--- src/rtl/fpu_add_pipe.sv ---
// rtl/fpu_add_pipe.sv - three-stage floating-point adder/subtractor, unrounded output with guard bits
module fpu_add_pipe #(
  parameter int EXP_WIDTH   = 8,
  parameter int MANT_WIDTH  = 23,
  parameter int GUARD_WIDTH = 3,
  parameter int ID_WIDTH    = 4
) (
  input  logic                           clk,
  input  logic                           rst,
  input  logic                           in_valid,
  output logic                           in_ready,
  input  logic [EXP_WIDTH+MANT_WIDTH:0]  in_a,
  input  logic [EXP_WIDTH+MANT_WIDTH:0]  in_b,
  input  logic                           in_sub,
  input  logic [2:0]                     in_mode,
  input  logic [ID_WIDTH-1:0]            in_id,
  output logic                           out_valid,
  input  logic                           out_ready,
  output logic                           out_sign,
  output logic [EXP_WIDTH-1:0]           out_exponent,
  output logic [MANT_WIDTH:0]            out_mantissa,
  output logic [GUARD_WIDTH-1:0]         out_guard,
  output logic                           out_nan,
  output logic                           out_inf,
  output logic                           out_zero,
  output logic                           out_overflow,
  output logic [2:0]                     out_mode,
  output logic [ID_WIDTH-1:0]            out_id
);

  // significand: hidden bit, stored mantissa, guard/round/sticky
  localparam int SW = 1 + MANT_WIDTH + GUARD_WIDTH;
  localparam logic [2:0] MODE_RDN = 3'b010;
  localparam logic [EXP_WIDTH-1:0] EXP_ONE = {{(EXP_WIDTH-1){1'b0}}, 1'b1};

  // handshake / occupancy
  logic s1_valid, s2_valid, s3_valid;
  logic s3_free, s2_adv, s2_free, s1_adv, in_fire;

  // stage 1 registers
  logic                 s1_sign_l, s1_sign_s;
  logic [EXP_WIDTH-1:0] s1_exp;
  logic [SW-1:0]        s1_sig_l, s1_sig_s;
  logic                 s1_nan, s1_inf, s1_inf_sign;
  logic [2:0]           s1_mode;
  logic [ID_WIDTH-1:0]  s1_id;

  // stage 2 registers
  logic                 s2_sign;
  logic [EXP_WIDTH-1:0] s2_exp;
  logic [SW:0]          s2_sum;
  logic                 s2_nan, s2_inf, s2_inf_sign;
  logic [2:0]           s2_mode;
  logic [ID_WIDTH-1:0]  s2_id;

  // stage 1 combinational: classify, swap, align
  logic                 a_sign, b_sign, a_max, b_max;
  logic                 a_nan, b_nan, a_inf, b_inf;
  logic [EXP_WIDTH-1:0] a_exp, b_exp, a_eff, b_eff;
  logic [MANT_WIDTH-1:0] a_man, b_man;
  logic [SW-1:0]        a_sig, b_sig;
  logic                 swap, c_sign_l, c_sign_s;
  logic [EXP_WIDTH-1:0] c_exp, c_diff;
  logic [SW-1:0]        c_sig_l, c_sig_s, c_lost, c_aligned;
  logic [31:0]          c_sh;
  logic                 c_nan, c_inf, c_inf_sign;

  // stage 2 combinational
  logic [SW:0]          d_sum;
  logic                 d_sign;

  // stage 3 combinational
  logic [31:0]          lz, lim, nsh;
  logic [SW-1:0]        nsig;
  logic [EXP_WIDTH-1:0] nexp;
  logic                 nsign, nzero, novf, nnan, ninf;

  // a stage accepts when empty or when its contents move on this same edge
  always_comb begin
    s3_free  = !s3_valid || out_ready;
    s2_adv   = s2_valid && s3_free;
    s2_free  = !s2_valid || s2_adv;
    s1_adv   = s1_valid && s2_free;
    in_ready = !s1_valid || s1_adv;
    in_fire  = in_valid && in_ready;
  end

  // classify operands, order by effective exponent, align the smaller with sticky
  always_comb begin
    a_sign = in_a[EXP_WIDTH+MANT_WIDTH];
    b_sign = in_b[EXP_WIDTH+MANT_WIDTH] ^ in_sub;
    a_exp  = in_a[EXP_WIDTH+MANT_WIDTH-1:MANT_WIDTH];
    b_exp  = in_b[EXP_WIDTH+MANT_WIDTH-1:MANT_WIDTH];
    a_man  = in_a[MANT_WIDTH-1:0];
    b_man  = in_b[MANT_WIDTH-1:0];
    a_max  = &a_exp;
    b_max  = &b_exp;
    a_nan  = a_max && (a_man != '0);
    b_nan  = b_max && (b_man != '0);
    a_inf  = a_max && (a_man == '0);
    b_inf  = b_max && (b_man == '0);
    a_eff  = (a_exp == '0) ? EXP_ONE : a_exp;
    b_eff  = (b_exp == '0) ? EXP_ONE : b_exp;
    a_sig  = {(a_exp != '0), a_man, {GUARD_WIDTH{1'b0}}};
    b_sig  = {(b_exp != '0), b_man, {GUARD_WIDTH{1'b0}}};

    swap     = b_eff > a_eff;
    c_exp    = swap ? b_eff : a_eff;
    c_sig_l  = swap ? b_sig : a_sig;
    c_sig_s  = swap ? a_sig : b_sig;
    c_sign_l = swap ? b_sign : a_sign;
    c_sign_s = swap ? a_sign : b_sign;
    c_diff   = swap ? (b_eff - a_eff) : (a_eff - b_eff);

    c_sh = 32'(c_diff);
    if (c_sh > 32'(SW)) c_sh = 32'(SW);
    c_lost    = c_sig_s & ~({SW{1'b1}} << c_sh);
    c_aligned = (c_sig_s >> c_sh) | {{(SW-1){1'b0}}, (c_lost != '0)};

    c_nan      = a_nan || b_nan || (a_inf && b_inf && (a_sign != b_sign));
    c_inf      = !c_nan && (a_inf || b_inf);
    c_inf_sign = a_inf ? a_sign : b_sign;
  end

  // magnitude add or subtract; result takes the sign of the larger magnitude
  always_comb begin
    if (s1_sign_l == s1_sign_s) begin
      d_sum  = {1'b0, s1_sig_l} + {1'b0, s1_sig_s};
      d_sign = s1_sign_l;
    end else if (s1_sig_l >= s1_sig_s) begin
      d_sum  = {1'b0, s1_sig_l - s1_sig_s};
      d_sign = s1_sign_l;
    end else begin
      d_sum  = {1'b0, s1_sig_s - s1_sig_l};
      d_sign = s1_sign_s;
    end
    if ((s1_sign_l != s1_sign_s) && (d_sum == '0)) d_sign = (s1_mode == MODE_RDN);
  end

  // normalize: carry shifts right, leading zeros shift left down to the subnormal floor
  always_comb begin
    lz = 32'(SW);
    for (int i = 0; i < SW; i++) begin
      if (s2_sum[i]) lz = 32'(SW - 1 - i);
    end
    lim   = 32'(s2_exp) - 32'd1;
    nsh   = (lz < lim) ? lz : lim;
    nsig  = s2_sum[SW-1:0];
    nexp  = s2_exp;
    nsign = s2_sign;
    nzero = 1'b0;
    novf  = 1'b0;
    nnan  = 1'b0;
    ninf  = 1'b0;
    if (s2_nan) begin
      nnan  = 1'b1;
      nexp  = '1;
      nsig  = {2'b11, {(SW-2){1'b0}}};
      nsign = 1'b0;
    end else if (s2_inf) begin
      ninf  = 1'b1;
      nexp  = '1;
      nsig  = '0;
      nsign = s2_inf_sign;
    end else if (s2_sum == '0) begin
      nzero = 1'b1;
      nexp  = '0;
      nsig  = '0;
    end else if (s2_sum[SW]) begin
      nsig = s2_sum[SW:1] | {{(SW-1){1'b0}}, s2_sum[0]};
      nexp = s2_exp + EXP_ONE;
      novf = &nexp;
    end else if (!s2_sum[SW-1]) begin
      nsig = s2_sum[SW-1:0] << nsh;
      nexp = s2_exp - EXP_WIDTH'(nsh);
      if (!nsig[SW-1]) nexp = '0;
    end
  end

  // stage occupancy; only the valids are reset
  always_ff @(posedge clk) begin
    if (!rst) begin
      s1_valid <= 1'b0;
      s2_valid <= 1'b0;
      s3_valid <= 1'b0;
    end else begin
      if (in_ready) s1_valid <= in_valid;
      if (s2_free)  s2_valid <= s1_valid;
      if (s3_free)  s3_valid <= s2_valid;
    end
  end

  // pipeline data, loaded only on a real transfer into each stage
  always_ff @(posedge clk) begin
    if (in_fire) begin
      s1_sign_l   <= c_sign_l;
      s1_sign_s   <= c_sign_s;
      s1_exp      <= c_exp;
      s1_sig_l    <= c_sig_l;
      s1_sig_s    <= c_aligned;
      s1_nan      <= c_nan;
      s1_inf      <= c_inf;
      s1_inf_sign <= c_inf_sign;
      s1_mode     <= in_mode;
      s1_id       <= in_id;
    end
    if (s2_free && s1_valid) begin
      s2_sign     <= d_sign;
      s2_exp      <= s1_exp;
      s2_sum      <= d_sum;
      s2_nan      <= s1_nan;
      s2_inf      <= s1_inf;
      s2_inf_sign <= s1_inf_sign;
      s2_mode     <= s1_mode;
      s2_id       <= s1_id;
    end
    if (s3_free && s2_valid) begin
      out_sign     <= nsign;
      out_exponent <= nexp;
      out_mantissa <= nsig[SW-1:GUARD_WIDTH];
      out_guard    <= nsig[GUARD_WIDTH-1:0];
      out_nan      <= nnan;
      out_inf      <= ninf;
      out_zero     <= nzero;
      out_overflow <= novf;
      out_mode     <= s2_mode;
      out_id       <= s2_id;
    end
  end

  assign out_valid = s3_valid;

endmodule

--- config.mk ---
export PLATFORM = sky130hd
export DESIGN_NAME = fpu_add_pipe
export DESIGN_NICKNAME = d
export VERILOG_FILES = /design/src/rtl/fpu_add_pipe.sv
export SDC_FILE = /design/constraint.sdc
export NUM_CORES = 1
export LEC_CHECK = 0
export ABC_AREA = 1
export CORE_UTILIZATION = 60
export DETAILED_ROUTE_END_ITERATION = 7
export PLACE_DENSITY = 0.81
export REMOVE_ABC_BUFFERS = 1
export SYNTH_ARGS = -nofsm -noshare
export SYNTH_HDL_FRONTEND = slang
export SYNTH_SLANG_ARGS = --single-unit
--- constraint.sdc ---
create_clock -name clk -period 6 [get_ports clk]
set_input_delay 1.2 -clock clk [delete_from_list [all_inputs] [get_ports clk]]
set_output_delay 1.2 -clock clk [all_outputs]
set_load 0.02 [all_outputs]
### After elaboration in Yosys (flattened, before gate mapping)

Index checks and enable logic that the tools add are counted.
W data, S select, Z words.

* input port bits: 76
* flip-flop bits (word level): 171
* output and inout port bits: 49

* bitwise logic cells: 6
* reductions and logical operators: 38
* mux-type cells: 55
* $lt $le $gt $ge: 4
* add/sub/neg operators: 8
* equality and inequality tests: 4
* shift operators: 3

Operator list (number)
* $mux W32: 27
* $mux W27: 7
* $mux W8: 9
* $logic_not A28 Y1: 2
* $or A27 B1 Y27: 2
* $sub A27 B27 Y27: 2
* $logic_not A23 Y1: 2
* $reduce_bool A23 Y1: 2
* $lt A32 B32 Y1: 1
* $shl A27 B32 Y27: 1
* $shl A27 B32 Y27 const A: 1
* $shr A27 B32 Y27: 1
* $add A27 B27 Y28: 1
* $mux W28: 1
* $and A27 B27 Y27: 1
* $ge A27 B27 Y1: 1
* $not A27 Y27: 1
* $reduce_bool A27 Y1: 1
* $reduce_and A8 Y1: 3
* $sub A8 B8 Y8: 3
* $logic_not A8 Y1: 2
* $reduce_bool A8 Y1: 2
* $logic_and A1 B1 Y1: 11
* $mux W1: 11
* 14 further kinds: 23

### Longest topological paths before layout

Gate-level depths: netlist of the first run.

* depth after elaboration: 34
* depth in mapped cells: 55

### Worst setup path after synthesis of the first run

OpenSTA, ideal clock, no wires.

* path kind: input to register
* from: input port in_a[30]
* to: register s1_sig_s[2], data pin
* path buffers: 2
* arrival: 4941 ps
* required time: 5729 ps
* stages: 29
* path slack: 788 ps
* path through: nor4_1 -> nand4_1 -> inv_1 -> nor2_1 -> inv_1 -> ha_1 -> inv_1 -> fa_1 -> inv_1 -> nor2_1 -> o21ai_1 -> o211ai_2 -> nand2_4 -> nand2_1 -> a21boi_2 -> or2_1 -> o221ai_1 -> xor2_1 -> or3_4 -> a21oi_4 -> nand2_4 -> buf_6 -> buf_6 -> nand2_2 -> nand3_1 -> o21ai_2 -> o22ai_1 -> a2111oi_2 -> a21oi_1

* cells in the longest elaborated chain, start to end: 8
* elaborated cells on any way between the ends: 12

Ends and longest elaborated chain
* start: declaration: line 12 `input logic [EXP_WIDTH+MANT_WIDTH:0] in_a,`
* $logic_not A8 Y1: line 102 `a_eff = (a_exp == '0) ? EXP_ONE : a_exp;`
* $mux W8: line 102
* $sub A8 B8 Y8 or $gt A8 B8 Y1 (tied branches): line 113, 107
* $mux W8: line 113 `c_diff = swap ? (b_eff - a_eff) : (a_eff - b_eff);`
* $gt A8 B5 Y1: line 116 `if (c_sh > 32'(SW)) c_sh = 32'(SW);`
* $mux W8: line 116
* $shr A27 B32 Y27 (*): line 118 `c_aligned = (c_sig_s >> c_sh) | {{(SW-1){1'b0}}, (c_lost != '0)};`
* $or A27 B1 Y27 (*): line 118
* end signal: assignment: line 200 `s1_sig_s <= c_aligned;`
* end: declaration: line 43 `logic [SW-1:0] s1_sig_l, s1_sig_s;`

Mark *: on every way between the ends. The rest lies on a longest branch, timed or not.
A chain may end at the register's enable or synchronous reset.

### Worst setup path in the final report of the first run

* from: input port in_a[30]
* to: register s1_sig_s[1], data pin

The elaborated chain is that of the path after synthesis.

==> results of run 1 <==
[routing by layer]
| layer | share of wire [%] | vias to the layer above | wire (um) | GRT usage, % |
|---|---|---|---|---|
| met2 | 49 | 730 | 22090 | 61.30 |
| met1 | 39 | 6759 | 17440 | 42.09 |
| met5 | 0.029 | - | 13 | 0 |
| met3 | 6.0 | 167 | 2691 | 4.078 |
| li1 | - | 7165 | - | - |
| met4 | 5.6 | 2 | 2521 | 19.09 |
[registers in the layout, indices dropped and copies added, names as in the netlist, 3 cells and up]
signal        count
s1_sig_s         27
out_guard         3
s2_mode           3
out_exponent      8
out_id            4
out_mantissa     24
s2_id             4
s1_id             4
s2_sum           28
s2_exp            8
s1_exp            8
s1_mode           3
out_mode          3
s1_sig_l         24
[stage by stage]
step | power, mW | setup TNS, ns | setup slack, ns | hold slack (ns) | instances
global route | 4.833 | -0.4560 | -0.1031 | 0.4308 | 2511
global placement | 3.321 | -0.3161 | -0.1262 | 0.4014 | 2472
floorplan | 2.728 | -0.1433 | -0.1433 | 0.4003 | 1939
detailed placement | 3.353 | -3.393 | -0.3003 | 0.4045 | 2472
finish | 4.577 | 0 | 0.1914 | 0.4137 | 2511
CTS | 4.504 | 0 | 0.1413 | 0.4121 | 2504
[power by group through the flow]
stage | Sequential [mW] | Clock (mW) | Combinational, mW
2_1_floorplan | 1.52 | 0 | 1.21
3_3_place_gp | 1.53 | 0 | 1.79
3_5_place_dp | 1.54 | 0 | 1.81
4_1_cts | 1.51 | 1.16 | 1.83
5_1_grt | 1.52 | 1.21 | 2.10
6_report | 1.52 | 1.16 | 1.91
[synth_stat cells (15+ instances only)]
cell type and number:
clkbuf_1 62, nor2_1 130, nand3_1 174, buf_2 15, edfxtp_1 165, nor4_1 18, xor2_1 37, ha_1 101
nand2_1 457, o21ai_0 172, o21ai_1 46, nand4_1 20, a21oi_1 158, inv_1 250
[cell families after synthesis]
kind of cell	count (synthesis)	synth area share (%)
and+or+nand+nor	872	26.02
other	1	0.02506
DFF	168	33.51
AOI/OAI and AO/OA	468	17.82
muxes	10	0.6689
xor gates and xnor gates	46	2.692
buffers and inverters	369	10.16
adders and majority gates	106	9.113
[worst max-delay path, delay by kind of cell]
kind | cells | cell delay [ns]
compound gates | 10 | 1.52
xor+xnor | 1 | 0.08
fa+ha+maj | 2 | 0.54
buf+inv | 6 | 0.93
simple gates | 12 | 1.70
[area by class of cell]
cell class	count	area share (%)
Tap cell	324	2.314
Multi-Input combinational cell	1505	48.65
Inverter	267	5.765
Timing Repair Buffer	215	11.05
Sequential cell	168	28.63
Clock buffer	17	2.429
Clock inverter	15	1.164
[what timing repair did]
item,in CTS,in global routing
gates resized for setup,0,26
endpoints found under the setup margin,0,23
buffers inserted,0,6
[how the worst max path moves through the flow]
stage	start	endpoint	slack, ns	cells past startpoint
after floorplan	in_a[30]	s1_sig_s[0]$_DFFE_PP_	-0.14	31
after global placement	in_a[30]	s1_sig_s[2]$_SDFFCE_PP0P_	-0.13	30
after detailed placement	in_a[29]	s1_sig_s[2]$_SDFFCE_PP0P_	-0.30	30
after CTS	in_a[29]	s1_sig_s[2]$_SDFFCE_PP0P_	0.14	30
after global routing	in_a[30]	s1_sig_s[1]$_SDFFCE_PP0P_	-0.10	31
final	in_a[30]	s1_sig_s[1]$_SDFFCE_PP0P_	0.19	31
==> results.py, run 1 <==
metrics = {
    "global_route": {
        "grt_pass1_vias": 14070,
        "antenna_found_initial": 1,
        "overflow": 0,
        "grt_max_degree": 85,
        "grt_pass1_wl_mm": 70.90,
        "track_usage_pct": 35.06,
    },
    "timing": {
        "setup_viol": 0,
        "min_period_ns": 5.809,
        "fin_crit_sh_pct": 96.81,
        "slew_headroom_pct": 41.61,
        "clock_skew_ns": 0.01786,
        "hold_viol_final": 0,
        "report.final.slew_viol_count": 0,
        "worst_pin_slew_ns": 0.8746,
        "timing.fmax_mhz": 172.2,
    },
    "finish": {
        "multi_input_area_sq_um": 8521,
        "seqCellArea_sq_um": 5015,
        "layout_commonest_cell": "nand2_1",
        "drive_above_1_share_pct": 10.33,
        "final_cell_mix": "456 x nand2_1, 247 x inv_1, 174 x nand3_1, 172 x o21ai_0, 165 x edfxtp_1",
        "fin_nets": 2356,
        "area_growth_pct": 17.04,
        "final_util_pct": 71.81,
        "postLayoutCellArea_sq_um": 17520,
        "filler_cell_count": 2006,
        "diodes": 0,
    },
    "yosys": {
        "synth_cells": 2040,
        "ys_seq_area_share_pct": 33.51,
        "synth_flop_cell": "edfxtp_1",
        "yosysTopAreaCellShare_pct": 33.11,
        "yosys.area.top_type": "edfxtp_1",
        "synth.avg_cell_area_sq_um": 7.336,
        "synth_area_leaders": "edfxtp_1 33%, nand2_1 11%, ha_1 8.4%",
        "netlist_area_sq_um": 14970,
        "synth-edff-count": 165,
        "ys_ff_latch": 168,
        "async_flop_share_pct": 0,
        "yosysWarningCount": 0,
        "synth_cell_types": 74,
    },
    "routing": {
        "drc": 0,
        "wl_per_cell_um": 17.82,
        "detail-route-antenna-nets": 0,
        "vias": 14820,
        "routed_wl_mm": 44.75,
        "viasPerCell": 5.903,
        "drt_iter0_markers": 1558,
        "drtPass1Iterations": 6,
    },
    "clock_network": {
        "clockBufferDepth": 2,
        "clk_pin_slew_ns": 0.08,
        "clock_latency_ns": 0.44,
        "numCtsBuffers": 17,
        "cts_sinks": 168,
        "tritoncts": "built",
        "cts_root_buf": "clkbuf_16",
        "htreeDepth": 4,
        "holdBufCountCts": 0,
    },
    "run_status": {
        "status": "finished, final reports clean",
    },
    "hold_path": {
        "hold_class": "flip-flop to flip-flop",
        "hold_depth": 0,
        "min_to": "out_id[1]$_DFFE_PP_",
        "hp-start": "s2_id[1]$_DFFE_PP_",
    },
    "power_and_ir_drop": {
        "combPwrFrac_pct": 41.6,
        "switchingPower_mw": 1.835,
        "power_leakage_nw": 7.936,
        "netSwitchingFraction_pct": 40.08,
        "intPower_mw": 2.742,
        "seq_power_share_pct": 33.1,
        "max-vdd-ir-drop_v": 0.0001667,
        "powerDensity_nw_per_um2": 261.3,
        "clkPwrFrac_pct": 25.2,
    },
    "floorplanning": {
        "die-area_sq_um": 25580,
        "dieHeight_um": 159.9,
        "coreArea_sq_um": 24390,
        "start_util_pct": 61.36,
        "ios": 125,
        "num_rows": 57,
        "die_x_um": 159.9,
    },
    "placement": {
        "post-dp-hpwl_mm": 34.67,
        "numPortBuffers": 124,
        "place.gp.congestion": 0.9736,
        "dpl_cell_area_sq_um": 16750,
    },
    "worst_setup_path": {
        "reg2reg_from": "s2_sum[10]$_DFFE_PP_",
        "r2r_setup_slack_ns": 0.69,
        "path_class": "primary input to flip-flop",
        "critical_path_peak_fanout": 13,
        "worstPathArrival_ns": 5.98,
        "slowest_stage": "clkdlybuf4s50_1",
        "timing.rr.end": "out_exponent[7]$_SDFFCE_PP1P_",
        "path_common_cell": "nand2_1",
        "reg2reg_depth": 33,
        "cp-end-kind": "flip-flop",
        "start_kind": "primary input",
        "slowest_delay_ns": 0.46,
        "crit_required_ns": 6.17,
    },
    "flow_run": {
        "cap_violations": 0,
    },
}
No activity file was read; power rests on OpenSTA's default activity.
==> inputs of run 2 (changes only) <==
--- a/config.mk
+++ b/config.mk
@@ -8,6 +8,7 @@
 export ABC_AREA = 1
 export CORE_UTILIZATION = 60
 export DETAILED_ROUTE_END_ITERATION = 7
+export HOLD_SLACK_MARGIN = 0.03
 export PLACE_DENSITY = 0.81
 export REMOVE_ABC_BUFFERS = 1
 export SYNTH_ARGS = -nofsm -noshare
==> results of run 2 <==
The final DEF is identical to that of run 1; final timing and power are the same.
==> inputs of run 3 (changes only) <==
--- a/config.mk
+++ b/config.mk
@@ -6,10 +6,11 @@
 export NUM_CORES = 1
 export LEC_CHECK = 0
 export ABC_AREA = 1
-export CORE_UTILIZATION = 60
+export CORE_UTILIZATION = 65
 export DETAILED_ROUTE_END_ITERATION = 7
+export DONT_BUFFER_PORTS = 1
 export HOLD_SLACK_MARGIN = 0.03
-export PLACE_DENSITY = 0.81
+export PLACE_DENSITY = 0.8
 export REMOVE_ABC_BUFFERS = 1
 export SYNTH_ARGS = -nofsm -noshare
 export SYNTH_HDL_FRONTEND = slang
==> run 3 against run 2 <==
Critical path depth down 1. Sequential power about the same. Count of clock-buffer cells in the layout unchanged. Power down 6.7%. Clock power down 9%. Worst hold slack better by 0.0065 ns. Critical endpoint is now s1_sig_s[0]$_DFFE_PP_. Largest power group unchanged. Highest routed layer is now met4.
==> results.py, run 3 (synthesis gave the netlist of run 1 again) <==
metrics = {
    "worst_setup_path": {
        "start_kind": "primary input",
        "critical_path_peak_fanout": 15,
        "path_common_cell": "inv_1",
        "critical-path-top-delay-family": "simple AND/OR/NAND/NOR gates",
        "slowest_stage": "or3_4",
        "worstPathArrival_ns": 5.58,
        "slowest_delay_ns": 0.36,
        "critPathBufInv": 6,
        "cp-end-kind": "flip-flop",
        "path_class": "primary input to flip-flop",
        "crit_required_ns": 6.17,
        "r2r_setup_slack_ns": 0.66,
    },
    "finish": {
        "layout_commonest_cell": "nand2_1",
        "filler_cell_count": 1864,
        "final_cell_mix": "457 x nand2_1, 248 x inv_1, 174 x nand3_1, 172 x o21ai_0, 165 x edfxtp_1",
        "area_growth_pct": 4.306,
        "diodes": 0,
        "top_register": "s2_sum",
        "fin_nets": 2170,
        "largest_register_ffs": 28,
        "drive_above_1_share_pct": 7.196,
        "top_regs": "s2_sum (28), s1_sig_s (27)",
        "seqCellArea_sq_um": 5015,
        "multi_input_area_sq_um": 8446,
    },
    "routing": {
        "drc": 0,
        "drt_iter0_markers": 1240,
        "met2_length_mm": 20.86,
        "routed_wl_mm": 42.86,
        "top_layer_used": "met4",
        "wl_met1_mm": 16.48,
        "vias": 14210,
        "viasPerCell": 6.215,
        "dr_wl_met3_mm": 3.266,
        "detail-route-antenna-nets": 0,
        "wl_per_cell_um": 18.75,
        "drtPass1Iterations": 6,
    },
    "clock_network": {
        "clock_latency_ns": 0.43,
        "numCtsBuffers": 17,
        "clk_pin_slew_ns": 0.07,
        "cts_sinks": 168,
        "cts_root_buf": "clkbuf_16",
        "htreeDepth": 4,
        "holdBufCountCts": 0,
        "tritoncts": "built",
        "cts_resized": 0,
        "post_cts_buffers": 0,
        "clockBufferDepth": 2,
    },
    "floorplanning": {
        "dieHeight_um": 153.7,
        "die-area_sq_um": 23630,
        "coreArea_sq_um": 22640,
        "num_rows": 55,
        "start_util_pct": 66.10,
        "ios": 125,
        "die_x_um": 153.7,
    },
    "timing": {
        "worst_pin_slew_ns": 0.8385,
        "min_period_ns": 5.414,
        "timing.fmax_mhz": 184.7,
        "rsz0062_at_grt": "false",
        "whs_ns": 0.4203,
        "report.final.slew_viol_count": 0,
        "clock_skew_ns": 0.01737,
        "fin_crit_sh_pct": 90.23,
        "setup_viol": 0,
        "fin_setup_tns_ns": 0,
        "slew_headroom_pct": 43.51,
        "hold_viol_final": 0,
    },
    "power_and_ir_drop": {
        "power_leakage_nw": 7.077,
        "max-vdd-ir-drop_v": 0.0001738,
        "powerDensity_nw_per_um2": 273.7,
    },
    "run_status": {
        "status": "finished, final reports clean",
    },
    "placement": {
        "numPortBuffers": 0,
        "post-dp-hpwl_mm": 33.42,
        "place.gp.congestion": 1.008,
    },
    "flow_run": {
        "cap_violations": 0,
    },
    "global_route": {
        "grt_pass1_vias": 13210,
        "overflow": 0,
        "grt_max_degree": 85,
        "grt_pass1_wl_mm": 67.48,
        "track_usage_pct": 36.26,
        "antenna_found_initial": 0,
    },
    "hold_path": {
        "hold_class": "flip-flop to flip-flop",
    },
}
==> run 3: path summary, 6_finish.rpt <==
check                                         start                            end  cells after the start
worst max-delay path                       in_a[30]          s1_sig_s[0]$_DFFE_PP_                     30
worst min-delay path             s1_id[2]$_DFFE_PP_             s2_id[2]$_DFFE_PP_                      0
worst max register to register  s2_sum[2]$_DFFE_PP_  out_exponent[7]$_SDFFCE_PP1P_                     33
worst min register to register   s1_id[2]$_DFFE_PP_             s2_id[2]$_DFFE_PP_                      0
==> run 3: through the flow <==
stage	cell area, sq um	setup WS [ns]	total power [mW]	cells	utilization (%)
after detailed placement	15050	0.2089	3.190	2254	66.47
final	15610	0.5865	4.272	2286	68.95
after global routing	15610	0.1062	4.501	2286	68.95
after floorplan	14460	-0.1433	2.728	1939	-
after global placement	15050	0.2734	3.165	2254	66.47
after CTS	15610	0.6291	4.229	2286	68.95
==> run 3: per-layer routing <==
metal | up-vias | global-route usage, %
met4 | 0 | 19.52
met2 | 816 | 63.64
met1 | 6449 | 43.45
met3 | 172 | 4.397
met5 | - | 0
li1 | 6771 | -
==> run 3: layout make-up <==
| class | count | share of cell area, % |
|---|---|---|
| multi-input cells | 1504 | 54.10 |
| flip-flops and latches | 168 | 32.13 |
| inverters | 267 | 6.444 |
| clock buffers | 17 | 2.725 |
| well taps | 285 | 2.284 |
| repair buffers | 30 | 1.443 |
| clock inverters | 15 | 0.8737 |
==> run 3: worst register-to-register path, delay by kind of cell (launching register included) <==
family                     cells  cell delay, ns
and+or+nand+nor               19            1.61
buffers and inverters          3            0.73
xor gates and xnor gates       1            0.13
AOI/OAI and AO/OA              8            1.53
adders and majority gates      2            0.67
DFF                            1            0.45
==> run 3: report_power, final <==
group	leakage, nW	switching (mW)	total, mW	internal (mW)
logic	5.17	1.16	1.69	0.537
registers	1.64	0.102	1.53	1.43
clock network	0.264	0.504	1.05	0.547
total	7.08	1.76	4.27	2.51
